## src/rtl/piggy_uart_pkg.sv

```systemverilog
// +----------------------------------------------------------------------+
// | piggy_uart_pkg: shared UART constants, receiver states, commands.    |
// | Revision: 1.0                                                        |
// +----------------------------------------------------------------------+
`default_nettype none

package piggy_uart_pkg;

  // Default bit period; the transmitter uses the same value
  localparam int c_clks_per_bit_default = 87;

  typedef enum logic [2:0] {
    ST_IDLE    = 3'd0,
    ST_START   = 3'd1,
    ST_DATA    = 3'd2,
    ST_STOP    = 3'd3,
    ST_BREAK   = 3'd4,
    ST_CLEANUP = 3'd5
  } rx_state_t;

  localparam logic [7:0] c_cmd_report_uc = 8'h52;
  localparam logic [7:0] c_cmd_report_lc = 8'h72;
  localparam logic [7:0] c_cmd_clear_uc  = 8'h43;
  localparam logic [7:0] c_cmd_clear_lc  = 8'h63;

endpackage

`default_nettype wire

```

## src/rtl/piggy_uart_rx_core.sv

```systemverilog
// +----------------------------------------------------------------------+
// | piggy_uart_rx_core: 8N1 bit-level receiver with break handling.      |
// | Revision: 1.0                                                        |
// +----------------------------------------------------------------------+
`default_nettype none

module piggy_uart_rx_core
  import piggy_uart_pkg::*;
#(
  parameter int CLKS_PER_BIT = c_clks_per_bit_default
) (
  input  logic       clk,
  input  logic       rst_n,
  input  logic       i_Rx_Serial,
  output logic [7:0] o_Rx_Byte,
  output logic       o_Rx_DV,
  output logic       o_Rx_Active,
  output logic       o_Frame_Err
);

  localparam int                 c_cnt_w    = $clog2(CLKS_PER_BIT);
  localparam logic [c_cnt_w-1:0] c_cnt_mid  = c_cnt_w'((CLKS_PER_BIT - 1) / 2);
  localparam logic [c_cnt_w-1:0] c_cnt_last = c_cnt_w'(CLKS_PER_BIT - 1);

  logic [1:0]         r_sync;
  logic               w_rx_s;
  rx_state_t          r_state;
  logic [c_cnt_w-1:0] r_cnt;
  logic [2:0]         r_bit_idx;
  logic [7:0]         r_shift;

  assign w_rx_s = r_sync[1];

  // Synchronizer resets to the idle (high) line level
  always_ff @(posedge clk) begin
    if (!rst_n) begin
      r_sync <= 2'b11;
    end else begin
      r_sync <= {r_sync[0], i_Rx_Serial};
    end
  end

  always_ff @(posedge clk) begin
    if (!rst_n) begin
      r_state     <= ST_IDLE;
      r_cnt       <= '0;
      r_bit_idx   <= 3'd0;
      r_shift     <= 8'h00;
      o_Rx_Byte   <= 8'h00;
      o_Rx_DV     <= 1'b0;
      o_Frame_Err <= 1'b0;
      o_Rx_Active <= 1'b0;
    end else begin
      o_Rx_DV     <= 1'b0;
      o_Frame_Err <= 1'b0;
      case (r_state)
        ST_IDLE: begin
          r_cnt     <= '0;
          r_bit_idx <= 3'd0;
          if (!w_rx_s) begin
            r_state     <= ST_START;
            o_Rx_Active <= 1'b1;
          end
        end
        ST_START: begin
          if (r_cnt == c_cnt_mid) begin
            r_cnt <= '0;
            if (!w_rx_s) begin
              r_state <= ST_DATA;
            end else begin
              r_state     <= ST_IDLE;
              o_Rx_Active <= 1'b0;
            end
          end else begin
            r_cnt <= r_cnt + 1'b1;
          end
        end
        ST_DATA: begin
          if (r_cnt == c_cnt_last) begin
            r_cnt              <= '0;
            r_shift[r_bit_idx] <= w_rx_s;
            if (r_bit_idx == 3'd7) begin
              r_bit_idx <= 3'd0;
              r_state   <= ST_STOP;
            end else begin
              r_bit_idx <= r_bit_idx + 3'd1;
            end
          end else begin
            r_cnt <= r_cnt + 1'b1;
          end
        end
        ST_STOP: begin
          if (r_cnt == c_cnt_last) begin
            r_cnt <= '0;
            if (w_rx_s) begin
              o_Rx_Byte   <= r_shift;
              o_Rx_DV     <= 1'b1;
              o_Rx_Active <= 1'b0;
              r_state     <= ST_CLEANUP;
            end else begin
              o_Frame_Err <= 1'b1;
              r_state     <= ST_BREAK;
            end
          end else begin
            r_cnt <= r_cnt + 1'b1;
          end
        end
        // A held-low line is a break, not a new start bit
        ST_BREAK: begin
          r_cnt <= '0;
          if (w_rx_s) begin
            r_state     <= ST_IDLE;
            o_Rx_Active <= 1'b0;
          end
        end
        ST_CLEANUP: begin
          r_cnt   <= '0;
          r_state <= ST_IDLE;
        end
        default: begin
          r_cnt       <= '0;
          r_state     <= ST_IDLE;
          o_Rx_Active <= 1'b0;
        end
      endcase
    end
  end

endmodule

`default_nettype wire

```

## src/rtl/piggy_uart_rx_cmd.sv

```systemverilog
// +----------------------------------------------------------------------+
// | piggy_uart_rx_cmd: UART receiver with Report/Clear command decode.   |
// | Revision: 1.0                                                        |
// +----------------------------------------------------------------------+
`default_nettype none

module piggy_uart_rx_cmd
  import piggy_uart_pkg::*;
#(
  parameter int CLKS_PER_BIT = c_clks_per_bit_default
) (
  input  logic       clk,
  input  logic       rst_n,
  input  logic       i_Rx_Serial,
  output logic [7:0] o_Rx_Byte,
  output logic       o_Rx_DV,
  output logic       o_Rx_Active,
  output logic       o_Frame_Err,
  output logic       o_Cmd_Report,
  output logic       o_Cmd_Clear
);

  logic [7:0] w_rx_byte;
  logic       w_rx_dv;

  piggy_uart_rx_core #(
    .CLKS_PER_BIT (CLKS_PER_BIT)
  ) u_rx_core (
    .clk         (clk),
    .rst_n       (rst_n),
    .i_Rx_Serial (i_Rx_Serial),
    .o_Rx_Byte   (w_rx_byte),
    .o_Rx_DV     (w_rx_dv),
    .o_Rx_Active (o_Rx_Active),
    .o_Frame_Err (o_Frame_Err)
  );

  assign o_Rx_Byte = w_rx_byte;
  assign o_Rx_DV   = w_rx_dv;

  // Decoded off the registered byte so commands line up with the DV pulse
  assign o_Cmd_Report = w_rx_dv &&
                        ((w_rx_byte == c_cmd_report_uc) || (w_rx_byte == c_cmd_report_lc));
  assign o_Cmd_Clear  = w_rx_dv &&
                        ((w_rx_byte == c_cmd_clear_uc) || (w_rx_byte == c_cmd_clear_lc));

endmodule

`default_nettype wire

```

## config.mk

```make
export PLATFORM = sky130hd
export DESIGN_NAME = piggy_uart_rx_cmd
export DESIGN_NICKNAME = d
export VERILOG_FILES = /design/src/rtl/piggy_uart_pkg.sv /design/src/rtl/piggy_uart_rx_core.sv /design/src/rtl/piggy_uart_rx_cmd.sv
export SDC_FILE = /design/constraint.sdc
export NUM_CORES = 1
export LEC_CHECK = 0
export ABC_AREA = 1
export BUFFER_PORTS_ARGS = -buffer_cell sky130_fd_sc_hd__buf_2
export CORE_MARGIN = 4
export CORE_UTILIZATION = 35
export DETAILED_ROUTE_END_ITERATION = 12
export GPL_TIMING_DRIVEN = 0
export SLEW_MARGIN = 20
export SYNTH_ARGS = -nofsm -noshare
export SYNTH_HDL_FRONTEND = slang
export SYNTH_HIERARCHICAL = 1
export SYNTH_SLANG_ARGS = --single-unit
export TNS_END_PERCENT = 30
```

## constraint.sdc

```tcl
create_clock -name clk -period 2.8 [get_ports clk]
set_clock_uncertainty 0.1 [all_clocks]
set_input_delay 0.28 -clock clk [delete_from_list [all_inputs] [get_ports clk]]
set_output_delay 0.28 -clock clk [all_outputs]
set_load 0.02 [all_outputs]
```

==> summary.md <==
| Metric | Value |
|---|---|
| Outcome | completed |
| H-tree levels | 2 |
| Final ANT Viol Nets | 0 |
| CTS Hold Bufs | 0 |
| Final Max Slew Viols | 0 |
| Worst-Skew Late Latency | approximately 0.28 ns |
| Final setup TNS | 0 ns |
| Area Growth Syn to Fin | 16.78% |
| N_diodes | 0 |
| Final-stage net count | roughly 270 |
| Worst hold start | i_Rx_Serial |
| Filler instances | 513 |
| Sequential area share after synthesis | 0.3853 |
| Total Wirelength | approximately 3300 microns |
| First-pass GRT wire length | a little under 6000 microns |
| Chip Width | a little under 80 microns |
| FF+latch count, synth | 34 |
| Detailed Routing Iterations Pass 1 | 4 |
| CTS tree | yes |
| Post-synth top area share | 0.3853 |
| Pwr/cell area | around 850 nW/um^2 |
| # IOs | 16 |
| Worst vdd ir | 470.4 uV |
| Final hold vios | 0 |
| Clk buf depth | 2 |
| Max-cap violations | 0 |
| List of most frequent post-synthesis cells | 56 x nor2_1, 34 x dfxtp_1, 31 x inv_1 |
| Final worst-path cycle share | 0.5931 |
| Cell Area, Synth | 1767 sq um |
| Post-Synthesis Cells | 244 |
| WS Path Type | register to register |
| PortBufs | 14 |
| Dpl ws | 1.128 ns |
| # DRC | 0 |
| Post-route insts no fill | around 330 |
| Startpoint Class | register |
| Final WS setup | ~1.1 ns |
| CTS buffer count | 5 |
| Initial Utilization | 0.3668 |
| Worst r2r src | u_rx_core/r_cnt[0]$_SDFF_PN0_ |
| Worst-margin pin slew | 0.4842 ns |
| Tmin final | 1.661 ns |
| Reg2Reg Depth | 9 |
| Yosys cell types | 30 |
| Core Region | around 4800 sq um |
| First DRT Iteration DRCs | 56 |
| Fmax | around 600 MHz |
| Yosys synthesis warning count | 6 |
| Worst hold stages | 2 |
| Max transition margin | 0.6772 |
| Gr usage total | 0.1221 |
| Top_reg_cell synth | dfxtp_1 |
| Final Setup Violations | 0 |
| Setup crit end kind | register |
| Min-delay worst type | input port to register |
| Sink Count | 34 |
| Rows | 25 |
| Mean Syn Cell Area | slightly above 7 sq um |
| Most frequent cell after synthesis | nor2_1 |
| FF/Latch Area | 680.7 sq um |
| RSZ-0062 raised after global routing | no |
| Die area | between 6000 and 7000 sq um |
| Placed instance count | ~330 |
| Via Count | between 1000 and 1500 |
| Layout cells sized above 1 | 0.2444 |
| Req. time, crit path | 2.91 ns |
| Cell taking the most area after synthesis | dfxtp_1 |
| Area of the multi-input gates | about 900 sq um |
| Crit Path Max Fanout | 7 |
| EDFF count, synth | 0 |
| Syn nets | 251 |
| Hold Path End | u_rx_core/r_sync[0]$_SDFF_PN1_ |
| Largest net degree at the start of global routing | 12 |
| Critical path arrival | 1.77 ns |
| Clk pin slew, worst setup/hold paths | 0.07 ns |
| RR Endpoint | u_rx_core/r_cnt[2]$_SDFF_PN0_ |
| Vias in the first global route | approximately 1300 |
| FFs w/ async S/R, synth | 0 |
| Die Span Y | slightly below 80 microns |
| DP HPWL | around 2600 microns |
| RePlAce Congestion | 0.8644 |
| DR WL/cell | 9.910 microns |
| Initial antenna violation count | 0 |
| Root buffer cell | clkbuf_8 |
| Largest cells by area after synthesis | dfxtp_1 39%, nor2_1 12%, inv_1 6.6%, nand3_1 5.1%, nand2_1 4.2% |
| R2R Setup Slk | 1.14 ns |
| Total power | between 0.0015 and 0.002 W |
| Post-cts sizing count | 0 |
| Total gr overflow | 0 |
| Routed vias/inst | 4.354 |
| Post-CTS setup buffer count | 0 |
| Static leakage | between 0.8 and 0.9 nW |
critical path, cell delays in order, from the launching register on:
cell and delay (ns):
dfxtp_1 0.37, inv_1 0.06, ha_1 0.21, nand2_1 0.08
clkinv_1 0.09, nand3_4 0.14, nand2_2 0.11, nand2_4 0.10
nand4_2 0.19, nor2_1 0.15
per-layer routing:
layer	wire length, microns	share of wire	GRT usage
met4	38	0.012	0.06014
met3	122	0.037	0.04308
met5	0	0	0
met1	1711	0.52	0.1613
met2	1428	0.43	0.1751
cell families (layout without fill, tap and decap cells):
family,after synthesis,after routing,share of synthesized area
buffers and inverters,46,68,0.1041
AND/OR/NAND/NOR,126,126,0.3576
flip-flops,34,34,0.3853
XOR/XNOR,5,5,0.02479
AO/OA/AOI/OAI,29,29,0.09986
adder cells (fa/ha/maj),4,4,0.02833
registers in the layout, summed over array words and instances (netlist names), 2 cells and up:
name / cells
u_rx_core/r_shift: 8
u_rx_core/r_sync: 2
u_rx_core/o_Rx_Byte: 8
u_rx_core/r_bit_idx: 3
u_rx_core/r_cnt: 7
u_rx_core/r_state: 3
placed cells by master, fill, tap and decap left out, drive strengths merged:
cell type   n
nand4       4
o21bai      5
dfxtp      34
nand3      21
nor3        3
clkinv      1
o21ai      15
xnor2       1
ha          4
inv        41
nand2      30
clkbuf      9
xor2        4
a21oi       9
buf        15
or2         2
nor2       66
bufinv      2
cell type report:
cell class,count,area share
Inverter,42,0.07762
Multi-Input combinational cell,164,0.4372
Sequential cell,34,0.3299
Clock buffer,6,0.04002
Buffer,4,0.01152
Timing Repair Buffer,14,0.03396
Tap cell,67,0.04063
Clock inverter,2,0.02911
through the flow:
step,util,instance area [sq um],hold WS [ns]
global placement,0.3987,1921,0.2943
floorplan,-,1767,0.2865
CTS,0.4283,2063,0.05902
finish,0.4283,2063,0.07360
global route,0.4283,2063,0.06637
detailed placement,0.3987,1921,0.2973
power breakdown:
| part | switching [W] | internal, W |
|---|---|---|
| sequential | 0.0000712 | 0.000534 |
| clock | 0.000175 | 0.000380 |
| combinational | 0.000393 | 0.000205 |
| total | 0.000640 | 0.00112 |
how the worst max path moves through the flow:
stage	startpoint	to	slack [ns]	cells after the start
after detailed placement	u_rx_core/r_cnt[0]$_SDFF_PN0_	u_rx_core/r_cnt[1]$_SDFF_PN0_	1.13	9
after floorplan	u_rx_core/r_cnt[0]$_SDFF_PN0_	u_rx_core/r_cnt[0]$_SDFF_PN0_	1.35	9
after global placement	u_rx_core/r_cnt[0]$_SDFF_PN0_	u_rx_core/r_cnt[6]$_SDFF_PN0_	1.15	9
final	u_rx_core/r_cnt[0]$_SDFF_PN0_	u_rx_core/r_cnt[2]$_SDFF_PN0_	1.14	9
after CTS	u_rx_core/r_cnt[0]$_SDFF_PN0_	u_rx_core/r_cnt[1]$_SDFF_PN0_	1.11	9
after global routing	u_rx_core/r_cnt[0]$_SDFF_PN0_	u_rx_core/r_cnt[4]$_SDFF_PN0_	1.00	9
No activity file was read; power rests on OpenSTA's default activity.
